===== src/rtl/arb_pkt_mux.sv =====
// Packet-locking multiplexer behind a round-robin arbiter. It passes the source
// requests to the arbiter. When the arbiter grants a source, the mux locks onto
// that source until its last beat. Beats go out through a one-entry registered
// output stage that uses a valid/ready handshake.
module arb_pkt_mux #(
    parameter int N  = 4,
    parameter int W  = 8,
    parameter int CW = 8
) (
    input  logic                 clk,
    input  logic                 rst,
    input  logic [N-1:0]         in_valid,
    input  logic [N*W-1:0]       in_data,
    input  logic [N-1:0]         in_last,
    output logic [N-1:0]         in_ready,
    output logic [N-1:0]         arb_req,
    input  logic [N-1:0]         arb_grant,
    output logic                 out_valid,
    output logic [W-1:0]         out_data,
    output logic                 out_last,
    input  logic                 out_ready,
    output logic                 busy,
    output logic [$clog2(N)-1:0] lock_idx,
    output logic [CW-1:0]        beat_cnt,
    output logic                 grant_err
);

    localparam int IW = $clog2(N);

    localparam logic [0:0] ST_IDLE   = 1'b0;
    localparam logic [0:0] ST_LOCKED = 1'b1;

    logic [0:0]   state;
    logic [N-1:0] lock_ff;

    logic          grant_onehot;
    logic          grant_hit;
    logic [IW-1:0] grant_idx;
    logic          sel_valid;
    logic [W-1:0]  sel_data;
    logic          sel_last;
    logic          take_ready;
    logic          accept;

    // Check the grant and encode it into an index. A grant counts only when it is one-hot and the granted source is valid.
    always_comb begin
        // NOTE: every combinational output gets a default first so that no path leaves it unassigned and infers a latch.
        grant_idx    = '0;
        grant_onehot = (arb_grant != '0) && ((arb_grant & (arb_grant - 1'b1)) == '0);
        grant_hit    = |(arb_grant & in_valid);
        for (int i = 0; i < N; i++) begin
            if (arb_grant[i]) grant_idx = IW'(i);
        end
    end

    // Select the valid, data and last signals of the locked source using the one-hot lock mask.
    always_comb begin
        sel_valid = 1'b0;
        sel_data  = '0;
        sel_last  = 1'b0;
        for (int i = 0; i < N; i++) begin
            if (lock_ff[i]) begin
                sel_valid = in_valid[i];
                sel_data  = in_data[i*W +: W];
                sel_last  = in_last[i];
            end
        end
    end

    // Handshake signals. The locked source may send when the output register is empty or is draining on this cycle.
    always_comb begin
        take_ready = !out_valid || out_ready;
        busy       = (state == ST_LOCKED);
        accept     = busy && sel_valid && take_ready;
        arb_req    = busy ? '0 : in_valid;
        // rst gates in_ready directly so that no source sees an accept while reset is held.
        in_ready   = (rst || !busy) ? '0 : (lock_ff & {N{take_ready}});
    end

    // State machine, lock capture, beat counter, sticky error flag and output register.
    always_ff @(posedge clk or posedge rst) begin
        if (rst) begin
            state     <= ST_IDLE;
            lock_ff   <= '0;
            lock_idx  <= '0;
            beat_cnt  <= '0;
            grant_err <= 1'b0;
            out_valid <= 1'b0;
            out_data  <= '0;
            out_last  <= 1'b0;
        end else begin
            // NOTE: sequential state uses non-blocking assignments. Every register then samples its pre-edge value, whatever the statement order.
            if (accept) begin
                out_valid <= 1'b1;
                out_data  <= sel_data;
                out_last  <= sel_last;
            end else if (out_valid && out_ready) begin
                out_valid <= 1'b0;
            end

            case (state)
                ST_IDLE: begin
                    if (arb_grant != '0) begin
                        if (grant_onehot && grant_hit) begin
                            lock_ff  <= arb_grant;
                            lock_idx <= grant_idx;
                            beat_cnt <= '0;
                            state    <= ST_LOCKED;
                        end else begin
                            grant_err <= 1'b1;
                        end
                    end
                end
                ST_LOCKED: begin
                    if (accept) begin
                        if (beat_cnt != {CW{1'b1}}) beat_cnt <= beat_cnt + CW'(1);
                        if (sel_last) state <= ST_IDLE;
                    end
                end
                default: state <= ST_IDLE;
            endcase
        end
    end

endmodule


===== config.mk =====
export PLATFORM = sky130hd
export DESIGN_NAME = arb_pkt_mux
export DESIGN_NICKNAME = d
export VERILOG_FILES = /design/src/rtl/arb_pkt_mux.sv
export SDC_FILE = /design/constraint.sdc
export NUM_CORES = 1
export LEC_CHECK = 0
export ABC_AREA = 1
export BUFFER_PORTS_ARGS = -buffer_cell sky130_fd_sc_hd__buf_4
export CORE_MARGIN = 8
export CORE_UTILIZATION = 46
export DETAILED_ROUTE_END_ITERATION = 10
export PLACE_DENSITY = 0.8
export SLEW_MARGIN = 20
export SYNTH_ARGS = -nofsm -noshare
export SYNTH_HDL_FRONTEND = slang
export SYNTH_SLANG_ARGS = --single-unit

===== constraint.sdc =====
create_clock -name clk -period 1.65 [get_ports clk]
set_input_delay 0.0825 -clock clk [delete_from_list [all_inputs] [get_ports clk]]
set_output_delay 0.0825 -clock clk [all_outputs]
set_load 0.02 [all_outputs]

== Word-level counts from Yosys, hierarchy flattened ==
Cells that the tools add are included.
Operators by class
  bitwise operators: 5
  add/sub/neg operators: 2
  equality and inequality tests: 5
  muxes and demuxes: 29
  reduce and logical (&&, ||, !) cells: 16
Operators with widths (number)
  $mux 8: 8
  $pmux 8 s2: 1
  $mux 1: 15
  $and 4x4->4: 3
  $add 8x1->8 const B: 1
  $mux 4: 2
  $ne 8x8->1 const B: 1
  $reduce_and 3->1: 2
  $logic_and 1x1->1: 5
  $logic_not 4->1: 1
  $mux 2: 2
  $ne 2x1->1 const B: 2
  $ne 2x2->1 const B: 2
  $reduce_and 4->1: 1
  $reduce_bool 4->1: 1
  $reduce_or 4->1: 1
  $sub 4x1->4 const B: 1
  $logic_not 1->1: 2
  $logic_or 1x1->1: 2
  $not 1->1: 2
  $pmux 1 s2: 1
  $reduce_bool 2->1: 1
Storage, ports and cells
  output and inout port bits: 30
  logic and storage cells: 65
  input bits: 47
  register bits after elaboration: 26

== Logic depth before layout (Yosys ltp) ==
  word-level depth: 8
  mapped depth: 10
  gate-level depth less buffers: 10

== Least setup slack after synthesis ==
OpenSTA, ideal clock, no wires.
  kind: register to output
  from: register state (netlist: busy)
  to: output in_ready[0]
  data arrival time: 1433 ps
  setup slack: 134 ps
  stages on the path, launching flop included: 4
  data required time: 1567 ps
  buffers on the path: 1
  path through: dfrtp_1 clkbuf_1 nand2_1 nor3_1
On the way
  cells in the longest elaborated chain, start to end: 3
Ends and longest elaborated chain
  start: declaration: line 33  | logic [0:0] state;
  start signal: assignment: line 83  | state <= ST_IDLE;
  start signal: assignment: line 108  | state <= ST_LOCKED;
  start signal: assignment: line 117  | if (sel_last) state <= ST_IDLE;
  $logic_not 1->1: line 77  | in_ready = (rst || !busy) ? '0 : (lock_ff & {N{take_ready}});
  $logic_or 1x1->1: line 77
  $mux 4: line 77
  end: declaration: line 15  | output logic [N-1:0] in_ready,
No other way between the ends.

== Final worst setup path ==
  from: register state (netlist: busy)
  to: output in_ready[3]
The elaborated chain is that of the path after synthesis.

==> results.py <==
metrics = {
    "status": {
        "status": "finished clean",
    },
    "min_path": {
        "hp-class": "input port to flop",
        "holdPathStages": 3,
    },
    "drt": {
        "wl_mm": 4.86,
        "wl_per_cell_um": 13.2,
        "drt_iter0_markers": 112,
        "vias": 1791,
        "vias_per_cell": 4.85,
        "first_pass_iters": 4,
        "antenna_left": 0,
        "drc_errors": 0,
    },
    "worst_setup_path": {
        "path_cells": "buf_4 > nand2_1 > nor3_1 > buf_4",
        "worstPathArrival_ns": 1.44,
        "crit_top_cell": "buf_4",
        "critPathLaunchType": "flop",
        "rr_worst_depth": 8,
        "cpPeakStageDelay_ns": 0.37,
        "crit_path_end_kind": "output pin",
        "path_max_fanout": 12,
        "worstPathRequired_ns": 1.57,
        "crit_slowest_cell": "dfrtp_1",
        "worst-setup-path-type": "flop to output pin",
    },
    "timing": {
        "final.min_clock_period_ns": 1.52,
        "fmax_mhz": 658,
        "fin_crit_sh_pct": 92.0,
        "slew_violations": 0,
        "hold_slack_ns": 0.0117,
        "fin_skew_ns": 0.00244,
        "rsz0062_at_grt": "no",
        "relSlewSlack_pct": 76.4,
        "finalHoldViolations": 0,
        "setup_viol": 0,
        "worst_pin_slew_ns": 0.353,
        "fin_setup_tns_ns": 0,
        "setup_ws_ns": 0.131,
    },
    "global_routing": {
        "antenna_found_initial": 0,
        "grt_pass1_vias": 1689,
        "grt_max_degree": 27,
        "grt_overflow_total": 0,
        "grt_pass1_wl_mm": 7.73,
        "grt_use_total_pct": 17.4,
    },
    "final_layout": {
        "finalNetCount": 372,
        "seq_area_um2": 651,
        "n_fill_cell": 315,
        "antenna_cells": 0,
        "multi_input_area_um2": 836,
        "area.growth.synth_to_final_pct": 45.4,
        "drive_above_1_share_pct": 30.7,
    },
    "power_and_ir_drop": {
        "leakage_uw": 0.00126,
        "power_density_nw_per_um2": 1580,
        "peakVddDrop_mv": 0.792,
    },
    "synth": {
        "yosysUniqueCellTypes": 20,
        "ys_seq_elements": 26,
        "synth_fp_nets": 288,
        "synth_area_per_cell_um2": 6.69,
        "synthCells": 240,
        "yosys_warnings": 0,
        "syn_area_um2": 1610,
        "yosysSeqAreaShare_pct": 40.5,
    },
    "clock_tree": {
        "clk_latency_ns": 0.32,
        "clk_pin_slew_ns": 0.15,
        "cts_tree": "done",
        "cts_sinks": 26,
        "clockRootBuffer": "clkbuf_4",
        "clock_path_buffers": 2,
        "htreeDepth": 1,
        "cts_made_buffers": 3,
    },
    "placement": {
        "gp_congestion": 0.828,
        "detailedPlace.worstSlack_ns": 0.0688,
        "numPortBuffers": 76,
        "place_hpwl_mm": 3.84,
    },
    "job": {
        "drv_cap": 0,
    },
    "die": {
        "num_rows": 21,
        "fp.dieH_um": 75.1,
        "start_util_pct": 48.1,
        "fp.dieW_um": 75.1,
        "core_um2": 3340,
        "io_pins": 77,
        "die-area_um2": 5640,
    },
}
## metal layers
layer / track usage, % / vias to the layer above / part of all wire [%]
met1: 20.6 / 799 / 41
met2: 31.3 / 43 / 53
met5: 0 / - / 0
met4: 4.57 / 0 / 0.74
li1: - / 947 / -
met3: 2.80 / 2 / 4.8
## placed cells by master (no fill, tap or decap), drive strengths merged
master	netlist	routed
dfrtp	26	26
nand4	2	3
bufinv	0	1
nor2	22	22
ha	1	1
a21oi	17	17
dlygate4sd3	0	1
nand3	15	15
or2	1	1
o21ai	37	37
buf	5	86
nand2	83	83
nor3	5	5
clkbuf	4	3
inv	22	22
## synthesized netlist by cell type
cell type  number  area share, %
nand2_1        83             19
o21ai_0        29            9.0
dfrtp_1        26             41
inv_1          21            4.9
nor2_1         19            4.4
a21oi_1        17            5.3
nand3_1        14            4.4
o21ai_1         7            2.2
nor3_1          5            1.6
buf_2           4            1.2
clkbuf_1        4           0.94
nor2_2          3            1.2
buf_6           1           0.70
ha_1            1           0.78
inv_2           1           0.23
nand3_4         1            1.1
nand4_1         1           0.39
nand4_2         1           0.78
o21ai_2         1           0.55
or2_2           1           0.39
## timing repair
| item | 4_1_cts | 5_1_grt |
|---|---|---|
| resized for setup | 0 | 1 |
| setup endpoints to repair | 0 | 8 |
| endpoints found under the hold margin | 26 | 0 |
| setup buffers | 0 | 1 |
| hold buffers | 1 | 0 |
## cell families (layout without fill, tap and decap cells)
group / Yosys count / in the layout / synth area share (%)
AND/OR/NAND/NOR: 128 / 129 / 33.6
AO/OA/AOI/OAI: 54 / 54 / 17.1
buffers and inverters: 31 / 113 / 8.03
flip-flops: 26 / 26 / 40.5
adder cells (fa/ha/maj): 1 / 1 / 0.779
## power breakdown
part           internal (uW)  switching, uW  leakage [uW]
clock                    245            192     0.0000279
combinational            893           1320      0.000903
sequential               874            152      0.000327
total                   2010           1670       0.00126
## worst max-delay path, delay by kind of cell (launching register included)
kind,cells,cell delay (ns)
flops,1,0.37
buf+inv,2,0.38
simple gates,2,0.37
## per-stage QoR
stage                     std cells  util [%]  total power [uW]  cell area, um2
final                           369      70.0              3680            2330
after global routing            369      70.0              4030            2330
after CTS                       367      69.4              3670            2320
after detailed placement        362      67.6              3220            2250
after global placement          362      67.6              3190            2250
after floorplan                 240         -              2390            1610
## worst paths after layout
kind | startpoint | end | slack (ns)
max | busy$_DFF_PP0_ | in_ready[3] | 0.13
min | arb_grant[2] | lock_ff[2]$_DFFE_PP0P_ | 0.01
max reg2reg | beat_cnt[1]$_DFFE_PP0P_ | beat_cnt[2]$_DFFE_PP0P_ | 0.16
min reg2reg | grant_err$_DFFE_PP0P_ | grant_err$_DFFE_PP0P_ | 0.50
max in group asynchronous | rst | lock_ff[0]$_DFFE_PP0P_ | 0.99
min in group asynchronous | rst | out_data[1]$_DFFE_PP0P_ | 0.41
## final cells by class
class                      instances  area share [%]
timing repair buffer              87            28.1
clock buffer                       3           0.965
tap                               46            2.47
inverter                          22            3.54
clock inverter                     1            1.29
multi-input combinational        184            35.8
sequential                        26            27.9
## registers in the layout, summed over array words and instances (netlist names)
signal / cells
out_last: 1
busy: 1
out_data: 8
grant_err: 1
beat_cnt: 8
lock_ff: 4
lock_idx: 2
out_valid: 1
Note: power is estimated with default switching activity, not from simulation.
